--- config.mk ---
export PLATFORM = sky130hd
export DESIGN_NAME = noc_local_ni
export DESIGN_NICKNAME = d
export VERILOG_FILES = /design/src/rtl/noc_ni_pkg.sv /design/src/rtl/noc_sync_fifo.sv /design/src/rtl/noc_local_ni.sv
export SDC_FILE = /design/constraint.sdc
export NUM_CORES = 1
export LEC_CHECK = 0
export BUFFER_PORTS_ARGS = -buffer_cell sky130_fd_sc_hd__buf_4
export CORE_MARGIN = 1
export CORE_UTILIZATION = 44
export DETAILED_ROUTE_END_ITERATION = 10
export PLACE_DENSITY = 0.63
export SLEW_MARGIN = 20
export SYNTH_ARGS = -nofsm -noshare
export SYNTH_HDL_FRONTEND = slang
export SYNTH_HIERARCHICAL = 1
export SYNTH_SLANG_ARGS = --single-unit
export TNS_END_PERCENT = 50
--- constraint.sdc ---
create_clock -name clk -period 5.7 [get_ports clk]
set_input_delay 0.855 -clock clk [delete_from_list [all_inputs] [get_ports clk]]
set_output_delay 0.855 -clock clk [all_outputs]
set_load 0.02 [all_outputs]
--- src/rtl/noc_ni_pkg.sv ---
`default_nettype none
// +----------------------------------------------------------------------+
// | noc_ni_pkg : flit geometry and flit record for the local NI.         |
// | Revision   : 1.0                                                     |
// +----------------------------------------------------------------------+
package noc_ni_pkg;

    localparam int FLIT_W    = 16;
    localparam int PAYLOAD_W = 12;
    localparam int COORD_W   = 2;

    typedef struct packed {
        logic [COORD_W-1:0]   dest_x;
        logic [COORD_W-1:0]   dest_y;
        logic [PAYLOAD_W-1:0] payload;
    } flit_t;

    function automatic flit_t make_flit(input logic [2*COORD_W-1:0] dest,
                                        input logic [PAYLOAD_W-1:0] data);
        flit_t f;
        f.dest_x  = dest[2*COORD_W-1:COORD_W];
        f.dest_y  = dest[COORD_W-1:0];
        f.payload = data;
        return f;
    endfunction

endpackage
`default_nettype wire

--- src/rtl/noc_sync_fifo.sv ---
`default_nettype none
// +----------------------------------------------------------------------+
// | noc_sync_fifo : first-word-fall-through FIFO, DEPTH a power of 2.    |
// | Revision      : 1.0                                                  |
// +----------------------------------------------------------------------+
module noc_sync_fifo #(
    parameter int WIDTH = 16,
    parameter int DEPTH = 4
) (
    input  logic             clk,
    input  logic             rst,
    input  logic             push_i,
    input  logic [WIDTH-1:0] data_i,
    input  logic             pop_i,
    output logic [WIDTH-1:0] data_o,
    output logic             full_o,
    output logic             empty_o
);

    localparam int c_AW = $clog2(DEPTH);

    logic [WIDTH-1:0] mem_q [DEPTH];
    logic [c_AW:0]    wr_ptr_q;
    logic [c_AW:0]    rd_ptr_q;
    logic             w_do_pop;
    logic             w_do_push;

    assign empty_o   = (wr_ptr_q == rd_ptr_q);
    assign full_o    = (wr_ptr_q[c_AW] != rd_ptr_q[c_AW]) &&
                       (wr_ptr_q[c_AW-1:0] == rd_ptr_q[c_AW-1:0]);
    assign data_o    = mem_q[rd_ptr_q[c_AW-1:0]];
    assign w_do_pop  = pop_i && !empty_o;
    // A push into a full FIFO is still legal when a pop frees the slot this cycle.
    assign w_do_push = push_i && (!full_o || w_do_pop);

    always_ff @(posedge clk or posedge rst) begin
        if (rst) begin
            wr_ptr_q <= '0;
            rd_ptr_q <= '0;
        end else begin
            if (w_do_push) wr_ptr_q <= wr_ptr_q + 1'b1;
            if (w_do_pop)  rd_ptr_q <= rd_ptr_q + 1'b1;
        end
    end

    always_ff @(posedge clk) begin
        if (w_do_push) mem_q[wr_ptr_q[c_AW-1:0]] <= data_i;
    end

endmodule
`default_nettype wire

--- src/rtl/noc_local_ni.sv ---
`default_nettype none
// +----------------------------------------------------------------------+
// | noc_local_ni : core <-> router local-port NI with credit flow ctrl.  |
// | Option NOC_NI_MISROUTE_CHECK_EN adds misroute_o and drops foreign    |
// | flits.  Revision : 1.0                                               |
// +----------------------------------------------------------------------+
module noc_local_ni
    import noc_ni_pkg::*;
#(
    parameter int CREDITS   = 4,
    parameter int INJ_DEPTH = 4,
    parameter int EJ_DEPTH  = 4,
    parameter int MY_X      = 0,
    parameter int MY_Y      = 0
) (
    input  logic                 clk,
    input  logic                 rst,
    input  logic                 inj_valid_i,
    output logic                 inj_ready_o,
    input  logic [3:0]           inj_dest_i,
    input  logic [PAYLOAD_W-1:0] inj_data_i,
    output logic [FLIT_W-1:0]    flit_o,
    output logic                 valid_o,
    input  logic                 credit_i,
    input  logic [FLIT_W-1:0]    flit_i,
    input  logic                 valid_i,
    output logic                 credit_o,
    output logic                 ej_valid_o,
    input  logic                 ej_ready_i,
    output logic [FLIT_W-1:0]    ej_flit_o,
    output logic                 overflow_o
`ifdef NOC_NI_MISROUTE_CHECK_EN
    ,
    output logic                 misroute_o
`endif
);

    localparam int                 c_CNT_W   = $clog2(CREDITS + 1);
    localparam logic [c_CNT_W-1:0] c_CREDITS = c_CNT_W'(CREDITS);

    logic [c_CNT_W-1:0] cnt_q, cnt_d;
    logic               valid_q;
    logic [FLIT_W-1:0]  flit_q;
    logic               credit_q, credit_d;
    logic               overflow_q;

    logic               w_inj_full, w_inj_empty;
    logic [FLIT_W-1:0]  w_inj_head;
    logic               w_accept, w_send, w_bypass;
    flit_t              w_req;
    logic [FLIT_W-1:0]  w_send_flit;

    assign inj_ready_o = !w_inj_full && !rst;
    assign w_accept    = inj_valid_i && inj_ready_o;
    assign w_req       = make_flit(inj_dest_i, inj_data_i);
    // An empty FIFO lets the incoming request go straight out, giving one-cycle latency.
    assign w_send      = (cnt_q != '0) && (!w_inj_empty || w_accept);
    assign w_bypass    = w_send && w_inj_empty;
    assign w_send_flit = w_inj_empty ? w_req : w_inj_head;

    noc_sync_fifo #(.WIDTH(FLIT_W), .DEPTH(INJ_DEPTH)) u_inj_fifo (
        .clk     (clk),
        .rst     (rst),
        .push_i  (w_accept && !w_bypass),
        .data_i  (w_req),
        .pop_i   (w_send && !w_inj_empty),
        .data_o  (w_inj_head),
        .full_o  (w_inj_full),
        .empty_o (w_inj_empty)
    );

    always_comb begin
        cnt_d = cnt_q;
        if (credit_i && w_send) begin
            cnt_d = cnt_q;
        end else if (credit_i) begin
            if (cnt_q != c_CREDITS) cnt_d = cnt_q + 1'b1;
        end else if (w_send) begin
            cnt_d = cnt_q - 1'b1;
        end
    end

    logic w_ej_full, w_ej_empty, w_ej_pop, w_ej_push, w_drop;

    assign ej_valid_o = !w_ej_empty;
    assign w_ej_pop   = ej_valid_o && ej_ready_i;

`ifdef NOC_NI_MISROUTE_CHECK_EN
    localparam logic [3:0] c_MY_NODE = {2'(MY_X), 2'(MY_Y)};
    localparam int         c_OWE_W   = $clog2(EJ_DEPTH + 2) + 1;

    logic               w_misroute;
    logic               misroute_q;
    logic [c_OWE_W-1:0] owed_q, owed_d;
    logic [c_OWE_W-1:0] w_demand;

    assign w_misroute = valid_i && (flit_i[15:12] != c_MY_NODE);
    assign w_ej_push  = valid_i && !w_misroute;
    assign misroute_o = misroute_q;
    // A pop and a misroute in one cycle owe two credits; the spare one is paid next cycle.
    assign w_demand   = owed_q + c_OWE_W'(w_ej_pop) + c_OWE_W'(w_misroute);
    assign credit_d   = (w_demand != '0);
    assign owed_d     = w_demand - c_OWE_W'(credit_d);

    always_ff @(posedge clk or posedge rst) begin
        if (rst) begin
            misroute_q <= 1'b0;
            owed_q     <= '0;
        end else begin
            misroute_q <= misroute_q | w_misroute;
            owed_q     <= owed_d;
        end
    end
`else
    assign w_ej_push = valid_i;
    assign credit_d  = w_ej_pop;
`endif

    assign w_drop = w_ej_push && w_ej_full && !w_ej_pop;

    noc_sync_fifo #(.WIDTH(FLIT_W), .DEPTH(EJ_DEPTH)) u_ej_fifo (
        .clk     (clk),
        .rst     (rst),
        .push_i  (w_ej_push),
        .data_i  (flit_i),
        .pop_i   (w_ej_pop),
        .data_o  (ej_flit_o),
        .full_o  (w_ej_full),
        .empty_o (w_ej_empty)
    );

    always_ff @(posedge clk or posedge rst) begin
        if (rst) begin
            cnt_q      <= c_CREDITS;
            valid_q    <= 1'b0;
            flit_q     <= '0;
            credit_q   <= 1'b0;
            overflow_q <= 1'b0;
        end else begin
            cnt_q      <= cnt_d;
            valid_q    <= w_send;
            if (w_send) flit_q <= w_send_flit;
            credit_q   <= credit_d;
            overflow_q <= overflow_q | w_drop;
        end
    end

    assign valid_o    = valid_q;
    assign flit_o     = flit_q;
    assign credit_o   = credit_q;
    assign overflow_o = overflow_q;

endmodule
`default_nettype wire
==> results of run 1 <==
[power by group]
part / switching [mW] / leakage [nW] / internal, mW
registers: 0.223 / 1.56 / 1.60
clock network: 0.423 / 0.301 / 0.773
logic: 0.990 / 1.06 / 0.788
[logic make-up after synthesis]
family | count (synthesis) | synth area share
flip-flops | 162 | 0.701
AO/OA/AOI/OAI | 60 | 0.0680
AND/OR/NAND/NOR | 42 | 0.0379
multiplexers | 37 | 0.120
buffers and inverters | 28 | 0.0215
XOR/XNOR | 17 | 0.0301
adder cells (fa/ha/maj) | 11 | 0.0217
[worst max-delay path, cell delays in order (launching register included)]
cell and delay (ns):
dfrtp_1 0.95, xor2_4 0.23, nor3_2 0.24, nand2b_1 0.36
inv_1 0.21, or4_4 0.59, and3_1 0.52
[layout make-up]
type / instances / area [sq um] / area share
sequential: 162 / 4700 / 0.583
multi-input combinational: 167 / 1870 / 0.232
timing repair buffer: 78 / 586 / 0.0727
clock buffer: 21 / 440 / 0.0547
tap: 184 / 230 / 0.0286
clock inverter: 11 / 185 / 0.0230
inverter: 13 / 48.8 / 0.00606
[cell usage after synthesis (all sizes together) (2+ instances only)]
library cell | count | area, sq um
o41ai | 4 | 65.1
a31oi | 8 | 50.1
a21oi | 11 | 58.8
mux2 | 4 | 45.0
edfxtp | 128 | 3840
dfrtp | 33 | 826
inv | 13 | 48.8
and2 | 2 | 12.5
xnor2 | 10 | 87.6
o2bb2ai | 8 | 70.1
nand2b | 2 | 12.5
o22ai | 17 | 106
nand3 | 3 | 15.0
xor2 | 7 | 114
or4 | 2 | 22.5
clkbuf | 3 | 11.3
nor3 | 5 | 25.0
o311ai | 2 | 17.5
o21ai | 2 | 10.0
nand2 | 4 | 17.5
ha | 10 | 125
nor2 | 5 | 18.8
o31ai | 2 | 25.0
and3 | 6 | 37.5
buf | 12 | 83.8
nor2b | 9 | 56.3
or3 | 2 | 12.5
mux4 | 32 | 751
[through the flow]
stage               cells  area (sq um)  hold WS, ns  total power, mW  worst slack (ns)
floorplan             357          6700        0.501             3.08              3.05
global placement      604          7430        0.474             3.59              2.31
detailed placement    604          7430        0.476             3.64              2.21
CTS                   636          8060        0.387             4.85              2.17
global route          636          8060        0.405             5.06              1.95
finish                636          8060        0.397             4.80              2.21
[cells in the final DEF, fill, tap and decap left out, types with 6 or more instances in the layout]
cell type / synthesis / layout
clkbuf_16: 0 / 17
a21oi_1: 10 / 10
a31oi_1: 8 / 8
o2bb2ai_1: 8 / 8
buf_4: 0 / 78
nor2b_1: 9 / 9
and3_1: 6 / 6
o22ai_1: 17 / 17
mux4_1: 8 / 8
dfrtp_1: 33 / 33
inv_1: 13 / 12
ha_1: 10 / 10
mux4_2: 24 / 24
edfxtp_1: 128 / 128
xnor2_1: 10 / 10
[final timing paths]
check | startpoint | endpoint | slack [ns] | cells past startpoint
max | u_inj_fifo/rd_ptr_q[1] | u_inj_fifo/mem_q[1][10] | 2.21 | 6
min | rst | u_inj_fifo/rd_ptr_q[0] | 0.40 | 2
max reg2reg | u_inj_fifo/rd_ptr_q[1] | u_inj_fifo/mem_q[1][10] | 2.21 | 6
min reg2reg | flit_o[9] | flit_o[9] | 0.49 | 1
max in group asynchronous | rst | flit_o[13] | 4.66 | 2
min in group clk | flit_o[9] | flit_o[9] | 0.49 | 1
[routing by layer]
layer / routed length (um) / share of wire / up-vias / global-route usage
li1: - / - / 1603 / -
met1: 5660 / 0.44 / 1832 / 0.230
met2: 6440 / 0.50 / 69 / 0.291
met3: 441 / 0.034 / 17 / 0.0462
met4: 248 / 0.019 / 0 / 0.0789
met5: 0 / 0 / - / 0
[flip-flops by register name (all words and copies together), names as in the netlist, 3 cells and up]
register / count
u_inj_fifo/rd_ptr_q: 3
u_ej_fifo/rd_ptr_q: 3
u_ej_fifo/wr_ptr_q: 3
u_inj_fifo/mem_q: 64
u_ej_fifo/mem_q: 64
u_inj_fifo/wr_ptr_q: 3
flit_o: 16
cnt_q: 3
==> summary.md, run 1 <==
| Metric | Value |
|---|---|
| Chip width | 125 um |
| Placer Congestion | between 0.7 and 0.8 |
| FF+latch count, synth | 162 |
| Crit. End Element | flip-flop |
| I/O Pins | 75 |
| Setup TNS | 0 ns |
| DRC Markers | 0 |
| Arrival time worst endpoint | between 3 and 4 ns |
| Core footprint | 0.0147 sq mm |
| WL/cell | approximately 20 um |
| Gr usage total | 0.180 |
| Initial core utilization | 0.456 |
| MaxCap Viol Count | 0 |
| HPWL after DPL | slightly above 8000 um |
| Status | finished clean |
| Final Slew Violations | 0 |
| Max-slew headroom | 0.332 |
| CTS max path bufs | 2 |
| Hold Path Class | input pin to asynchronous set/reset pin |
| Post-DRT Antenna Nets | 0 |
| Synth Area per Inst | 18.8 sq um |
| Final setup vio count | 0 |
| Slew @ Worst Pin | ~1 ns |
| CP max FO | 19 |
| Leak | ~3 nW |
| Layout cells sized above 1 | 0.332 |
| Die area | approximately 0.016 sq mm |
| Post-synthesis cell area | around 0.0067 sq mm |
| Post-CTS resize count | 0 |
| TritonRoute pass-1 iters | 6 |
| # hold bufs at CTS | 0 |
| Largest net degree at the start of global routing | 31 |
| Ant. Diodes | 0 |
| CP Class | flip-flop to flip-flop |
| Antenna violations before repair | 0 |
| Total grt overflow | 0 |
| Chip height | between 100 and 150 um |
| Fillcell total | 1161 |
| First-pass GRT wire length | 20700 um |
| Top FF cell, synth | edfxtp_1 |
| Clock Skew | between 0.005 and 0.006 ns |
| Nets | between 400 and 500 |
| TritonCTS buffer count | 17 |
| Unrepaired setup endpoints after global routing | no |
| Warnings from Yosys | 6 |
| Async set-reset flop share out of synthesis | 0.210 |
| Fin. Hold Viols | 0 |
| Worst vdd ir | about 0.26 mV |
| Area delta synth->final | 20.2% |
| FP Rows | 44 |
| CTS tree | built |
| Synth unique cells | between 40 and 50 |
| Cell count after synthesis | between 300 and 400 |
| Post-Route WL | 12800 um |
| Final Cycle Share | 0.612 |
| Crit path time final | about 3.5 ns |
| Clk_lat worst skew | 0.42 ns |
| Worst path required time | approximately 5.7 ns |
| CP Launch Type | flip-flop |
| Seq/Total Area, Yosys | 0.701 |
| Vias | 3521 |
| Max frequency | approximately 0.29 GHz |
| Via density per instance | 5.54 |
| Final core utilization | 0.548 |
| CTS Sinks | 162 |
| CTS Root Cell | clkbuf_16 |
| Number of global-route vias before repair | between 3000 and 4000 |
| Clk slew on worst S/H paths | approximately 0.06 ns |
| Postcts setup bufs | 0 |
| H-tree levels | 4 |
| 1st-iter DRT viols | 256 |
| EDFF count, synth | approximately 130 |
| Net Count, Synth | 406 |
| Port bufs | 74 |
| Pwr Density | a little under 600 mW/mm^2 |
No activity file was read; power rests on OpenSTA's default activity.
==> run 2, diff against run 1 <==
Settings changed: ABC_AREA from default to 1, PLACE_DENSITY 0.63 to 0.65.
Clock period 5.7 ns to 3.1 ns, I/O delays scaled along.
==> summary.md, run 2 <==
| Metric | Value |
|---|---|
| CP Launch Type | flip-flop |
| Arrival time worst endpoint | 2.86 ns (-0.67 ns) |
| CP Class | flip-flop to flip-flop |
| Hold Path Class | input pin to flip-flop |
| Antenna violations before repair | 0 (unchanged) |
| EDFF count, synth | 128 (unchanged) |
| Number of global-route vias before repair | 4356 (+17%) |
| Sw Share | 0.388 (+0.0468) |
| Logic gate share of total power | 0.413 (+0.042) |
| HPWL after DPL | 9160 um (+11%) |
| Synth Area in Adders | 0.0212 (-0.000467) |
| Gr usage total | 0.188 (+0.00792) |
| FP Rows | 45 (+2.3%) |
| Via density per instance | 5.17 (-6.7%) |
| Unrepaired setup endpoints after global routing | no |
| Post-Route WL | 14200 um (+11%) |
| Largest net degree at the start of global routing | 36 (+16%) |
| Most common cell after layout, fill and taps aside | edfxtp_1 |
| Post-Synth XOR/XNOR Area | 0.0132 (-0.0169) |
| Count leader, synth | edfxtp_1 |
| Share of the synthesized area in the top cell type | 0.561 (-0.0124) |
| Die area | 0.0161 sq mm (+2.2%) |
| Layout cells sized above 1 | 0.244 (-0.0879) |
| H-tree levels | 4 (unchanged) |
| Chip width | 127 um (+1.1%) |
| Leak | 3.30 nW (+13%) |
| Crit path time final | 2.76 ns (-0.730 ns) |
| Clock Skew | 0.00703 ns (+0.00154 ns) |
| CP max FO | 20 (+1) |
| Final setup vio count | 0 (unchanged) |
| Compound-Gate Fraction of Synth Area | 0.0802 (+0.0122) |
| FF+latch count, synth | 162 (unchanged) |
| Worst vdd ir | 0.509 mV (+98%) |
| Net Count, Synth | 611 (+50%) |
| Crit. End Element | flip-flop |
| Chip height | 127 um (+1.1%) |
| Reg power frac | 0.355 (-0.025) |
| Placed Cells incl. Taps | 819 (+36%) |
| Simple-gate share of the synthesized area | 0.156 (+0.118) |
| Final Slew Violations | 0 (unchanged) |
| Post-DRT Antenna Nets | 0 (unchanged) |
| TritonCTS buffer count | 17 (unchanged) |
| Main combinational cell family by area after synthesis | simple AND/OR/NAND/NOR gates |
| Top cells by count, synth | 128 x edfxtp_1, 90 x nand2_1, 76 x nor2_1 |
| Internal power | 5.53 mW (+75%) |
| TritonRoute pass-1 iters | 4 (-2) |
| Fin. Hold Viols | 0 (unchanged) |
| Post-CTS resize count | 0 (unchanged) |
| NetSw | 3.50 mW (+110%) |
| Final core utilization | 0.541 (-0.00703) |
| CTS tree | built |
| Cell count after synthesis | 562 (+57%) |
| Vias | 4401 (+25%) |
| Slew @ Worst Pin | 0.887 ns (-0.115 ns) |
| Multiplexer share of the synthesized area | 0 (-0.120) |
| Initial core utilization | 0.451 (-0.00537) |
| Warnings from Yosys | 6 (unchanged) |
| Port bufs | 74 (unchanged) |
| WL/cell | 16.6 um (-17%) |
| Most frequent cells in the layout | 128 x edfxtp_1, 92 x buf_4, 90 x nand2_1, 76 x nor2_1, 64 x o21ai_0 |
| First-pass GRT wire length | 22800 um (+10%) |
| Post-synthesis cell area | 0.00685 sq mm (+2.2%) |
| Synth top area cells | edfxtp_1 56%, dfrtp_1 12%, nand2_1 4.9% |
| Synth Area per Inst | 12.2 sq um (-35%) |
| Synth unique cells | 30 (-36%) |
| Top FF cell, synth | edfxtp_1 |
| MaxCap Viol Count | 0 (unchanged) |
| CTS max path bufs | 2 (unchanged) |
| Ant. Diodes | 0 (unchanged) |
| Area delta synth->final | 20.1% |
| Cell Count, Final, Fillers Out | 852 (+34%) |
| Pwr Density | 1100 mW/mm^2 (+84%) |
| Nets | 700 (+43%) |
| Clk_lat worst skew | 0.42 ns (about the same) |
| Async set-reset flop share out of synthesis | 0.210 (unchanged) |
| Core footprint | 0.0152 sq mm (+3.4%) |
| Placer Congestion | 0.785 (+1.1%) |
| DRC Markers | 0 (unchanged) |
| I/O Pins | 75 (unchanged) |
| Setup TNS | 0 ns (unchanged) |
| Status | finished clean |
| Total grt overflow | 0 (unchanged) |
| Max-slew headroom | 0.408 (+0.0762) |
| 1st-iter DRT viols | 274 (+7.0%) |
| Final Cycle Share | 0.891 (+0.278) |
| Clk slew on worst S/H paths | 0.06 ns (about the same) |
| CTS Root Cell | clkbuf_16 |
| CTS Sinks | 162 (unchanged) |
| Clock power share | 0.233 (-0.016) |
| Worst path required time | 3.20 ns (-2.54 ns) |
| Max frequency | 0.362 GHz (+26%) |
| Yosys top cell by area | edfxtp_1 |
| Seq/Total Area, Yosys | 0.686 (-0.0151) |
-- run 2: cell count changes in the layout (fill, tap and decap cells not counted), sizes merged, moves of 26 or more --
cell,delta
inv,+26
mux4,-32
nand2,+104
nand3,+33
nor2,+73
o21ai,+62
-- run 2: layer usage --
layer | part of all wire | GRT usage
met5 | 0 | 0
met4 | 0.016 | 0.0672
met3 | 0.045 | 0.0443
met2 | 0.49 | 0.305
met1 | 0.45 | 0.248
-- run 2: repair_timing --
| item | 4_1_cts | 5_1_grt |
|---|---|---|
| endpoints found under the hold margin | 6 | 0 |
| hold buffers | 1 | 0 |
| buffers inserted | 0 | 0 |
-- run 2: power by group through the flow --
| stage | Combinational [mW] | Clock, mW | Sequential (mW) |
|---|---|---|---|
| after global placement | 3.67 | 0 | 3.22 |
| final | 3.73 | 2.10 | 3.20 |
| after floorplan | 2.53 | 0 | 3.29 |
| after global routing | 4.10 | 2.23 | 3.26 |
| after CTS | 3.77 | 2.14 | 3.20 |
| after detailed placement | 3.75 | 0 | 3.24 |
-- run 2: cell type report --
| type | count | area (sq um) |
|---|---|---|
| Clock buffer | 19 | 433 |
| Inverter | 37 | 149 |
| Multi-Input combinational cell | 340 | 1850 |
| Sequential cell | 162 | 4700 |
| Timing Repair Buffer | 93 | 701 |
| Fill cell | 1277 | 6980 |
| Tap cell | 188 | 235 |
| Clock inverter | 13 | 161 |
-- run 2: critical path, stage by stage, from the launching register on --
cell and delay [ns]:
dfrtp_1 0.77, nand2_1 0.14, nand2_2 0.15, nand2_1 0.06, nor2_1 0.16, nor2_2 0.07
nand2_2 0.08, nand2_2 0.08, nand2_4 0.09, nor2_8 0.03, nor2_1 0.29, nand2_4 0.12
nor2_1 0.10, buf_4 0.28
-- run 2: metrics by stage --
stage          area (sq um)  total power [mW]  worst slack [ns]  hold slack, ns
2_1_floorplan          6850              5.82             0.214           0.256
3_3_place_gp           7620              6.88             0.484           0.441
3_5_place_dp           7620              6.99             0.346           0.443
4_1_cts                8230              9.12             0.305           0.229
5_1_grt                8230              9.59            0.0811           0.229
6_report               8230              9.03             0.339           0.241
-- run 2: logic make-up after synthesis --
logic type                 Yosys count
DFF                                162
and+or+nand+nor                    225
buffers and inverters               60
xor gates and xnor gates             6
adders and majority gates           11
AOI/OAI and AO/OA                   98
-- run 2: final timing paths --
kind / start / endpoint / slack, ns / cells past startpoint
min reg2reg: overflow_o / overflow_o / 0.48 / 1
min in group asynchronous: rst / u_ej_fifo/wr_ptr_q[1] / 0.57 / 3
max reg2reg: u_inj_fifo/rd_ptr_q[1] / u_inj_fifo/mem_q[0][8] / 0.34 / 13
max: u_inj_fifo/rd_ptr_q[1] / u_inj_fifo/mem_q[0][8] / 0.34 / 13
max in group asynchronous: rst / flit_o[1] / 1.99 / 3
min: flit_i[11] / u_ej_fifo/mem_q[0][11] / 0.24 / 1
==> run 3, diff against run 2 <==
Settings changed: SYNTH_HIERARCHICAL 1 to default.
==> summary.md, run 3 <==
| Metric | Value |
|---|---|
| Placer Congestion | 0.793 (+1.1%) |
| Gr usage total | 0.189 (+0.00160) |
| Total length of routed met3 wires | 638 um (-0.16%) |
| FF+latch count, synth | 162 (unchanged) |
| Synth unique cells | 34 (+13%) |
| Count leader, synth | edfxtp_1 |
| Share of the synthesized area in the top cell type | 0.576 (+0.0152) |
| Core footprint | 0.0146 sq mm (-3.7%) |
| Postcts setup bufs | 0 (unchanged) |
| Post-CTS resize count | 0 (unchanged) |
| Largest net degree at the start of global routing | 36 (unchanged) |
| Synth top area cells | edfxtp_1 58%, dfrtp_1 12%, nand2_1 6.8% |
| Fillcell total | 1220 (-4.5%) |
| Clock Skew | 0.0127 ns (+0.00565 ns) |
| Most frequent cells in the layout | 128 x edfxtp_1, 120 x nand2_1, 91 x buf_4, 76 x nor2_1, 66 x o21ai_0 |
| Number of global-route vias before repair | 4386 (+0.69%) |
| Clk slew on worst S/H paths | 0.07 ns (about the same) |
| Most common cell after layout, fill and taps aside | edfxtp_1 |
| DR top layer | met4 |
| Area delta synth->final | 20.5% |
| TritonCTS buffer count | 17 (unchanged) |
| MaxCap Viol Count | 0 (unchanged) |
| Reg2reg end | u_inj_fifo.mem_q[3][11] |
| TritonRoute pass-1 iters | 7 (+3) |
| Nets | 696 (-0.57%) |
| Leak | 3.24 nW (-1.7%) |
| Clk_lat worst skew | 0.43 ns (about the same) |
| CTS tree | built |
| Chip width | 125 um (-1.3%) |
| Crit. End Element | flip-flop |
| CTS Sinks | 162 (unchanged) |
| 1st-iter DRT viols | 364 (+33%) |
| CP max FO | 19 (-5.0%) |
| Async set-reset flop share out of synthesis | 0.210 (unchanged) |
| Worst vdd ir | 0.566 mV (+11%) |
| Setup TNS | 0 ns (unchanged) |
| Yosys top cell by area | edfxtp_1 |
| Die area | 0.0157 sq mm (-2.6%) |
| H-tree levels | 4 (unchanged) |
| Vias | 4401 (unchanged) |
| EDFF count, synth | 128 (unchanged) |
| Final setup vio count | 0 (unchanged) |
| Area of the multi-input gates | 0.00174 sq mm (-5.9%) |
| Max frequency | 0.391 GHz (+8.0%) |
| CP Launch Type | flip-flop |
| I/O Pins | 75 (unchanged) |
| Via density per instance | 5.21 (+0.95%) |
| R2R setup slack | 0.54 ns (+0.20 ns) |
| Post-synthesis cell area | 0.00667 sq mm (-2.6%) |
| Net Count, Synth | 608 (-0.49%) |
| Warnings from Yosys | 0 (-6) |
| Port bufs | 74 (unchanged) |
| Top cells by count, synth | 128 x edfxtp_1, 120 x nand2_1, 76 x nor2_1 |
| Top FF cell, synth | edfxtp_1 |
| Fin. Hold Viols | 0 (unchanged) |
| Total grt overflow | 0 (unchanged) |
| Initial core utilization | 0.455 (+0.00486) |
| CTS Root Cell | clkbuf_16 |
| Slew @ Worst Pin | 0.606 ns (-0.281 ns) |
| Placed Cells incl. Taps | 812 (-0.85%) |
| Cell count after synthesis | 559 (-0.53%) |
| Seq/Total Area, Yosys | 0.704 (+0.0185) |
| Worst R2R Path Depth | 9 (-4) |
| Unrepaired setup endpoints after global routing | no |
| FF-to-FF Start | u_inj_fifo.rd_ptr_q[1] |
| Final Slew Violations | 0 (unchanged) |
| Placed Area | 0.00747 sq mm (-2.0%) |
| Max-slew headroom | 0.596 (+0.188) |
| CTS max path bufs | 2 (unchanged) |
| Synth Area per Inst | 11.9 sq um (-2.1%) |
| DR WL met2 | 6920 um (+0.46%) |
| Final Cycle Share | 0.825 (-0.0660) |
| First-pass GRT wire length | 22600 um (-1.1%) |
| Arrival time worst endpoint | 2.66 ns (-0.20 ns) |
| Status | finished clean |
| WHS | 0.225 ns (-0.0156 ns) |
| Antenna violations before repair | 0 (unchanged) |
| Cell Count, Final, Fillers Out | 844 (-0.94%) |
| Worst path required time | 3.21 ns (about the same) |
| Hold Path Class | input pin to asynchronous set/reset pin |
| Final Power | 8.75 mW (-3.2%) |
| CP Class | flip-flop to flip-flop |
| Final instance area | 0.00804 sq mm (-2.3%) |
| Post-Route WL | 14000 um (-1.6%) |
| Post-DRT Antenna Nets | 0 (unchanged) |
| # hold bufs at CTS | 0 (-1) |
| WL/cell | 16.5 um (-0.65%) |
| Crit path time final | 2.56 ns (-0.205 ns) |
| Pwr Density | 1090 mW/mm^2 (-0.90%) |
| Chip height | 125 um (-1.3%) |
| M1 wire length | 6190 um (-3.6%) |
| HPWL after DPL | 8840 um (-3.5%) |
| DRC Markers | 0 (unchanged) |
| Ant. Diodes | 0 (unchanged) |
| FP Rows | 44 (-2.2%) |
| Register area | 0.00470 sq mm (unchanged) |
| Layout cells sized above 1 | 0.223 (-0.0212) |
## run 3: power breakdown
group	switching, mW	total [mW]	internal (mW)
registers	0.248	3.14	2.90
logic	2.36	3.60	1.24
clock network	0.938	2.00	1.07
## run 3: worst max path at each step
stage,to,slack (ns),startpoint
after floorplan,u_inj_fifo.mem_q[0][0],0.25,rst
after global placement,u_inj_fifo.mem_q[3][0],0.64,u_inj_fifo.rd_ptr_q[1]
after detailed placement,u_inj_fifo.mem_q[3][14],0.53,u_inj_fifo.rd_ptr_q[1]
after CTS,u_inj_fifo.mem_q[3][2],0.54,u_inj_fifo.rd_ptr_q[1]
after global routing,u_inj_fifo.mem_q[2][10],0.38,u_inj_fifo.rd_ptr_q[1]
final,u_inj_fifo.mem_q[3][11],0.54,u_inj_fifo.rd_ptr_q[1]
## run 3: kinds of logic after synthesis
family | share of synthesized area
AOI/OAI and AO/OA | 0.0886
buffers and inverters | 0.0345
xor gates and xnor gates | 0.0143
adders and majority gates | 0.0218
DFF | 0.704
and+or+nand+nor | 0.137
## run 3: metrics by stage
step / util / setup slack (ns)
2_1_floorplan: - / 0.250
3_3_place_gp: 0.510 / 0.641
3_5_place_dp: 0.510 / 0.534
4_1_cts: 0.549 / 0.537
5_1_grt: 0.549 / 0.378
6_report: 0.549 / 0.543
## run 3: metal layers
layer  track usage  vias to the layer above
met5             0                        -
met4        0.0653                        0
met3        0.0449                       17
met2         0.313                      125
met1         0.245                     2144
li1              -                     2115
## run 3: final cells by class
cell class | instances | area share
Sequential cell | 162 | 0.584
Multi-Input combinational cell | 346 | 0.217
Timing Repair Buffer | 91 | 0.0850
Clock buffer | 17 | 0.0529
Tap cell | 184 | 0.0286
Clock inverter | 15 | 0.0181
Inverter | 29 | 0.0145
## run 3: critical path: stages (launching register included)
cell      delay (ns)
dfrtp_1         0.70
nand2_1         0.18
nand2_4         0.13
nor2_8          0.05
nand2_4         0.21
clkinv_4        0.25
a21oi_4         0.24
inv_2           0.09
nor2_1          0.10
buf_4           0.28
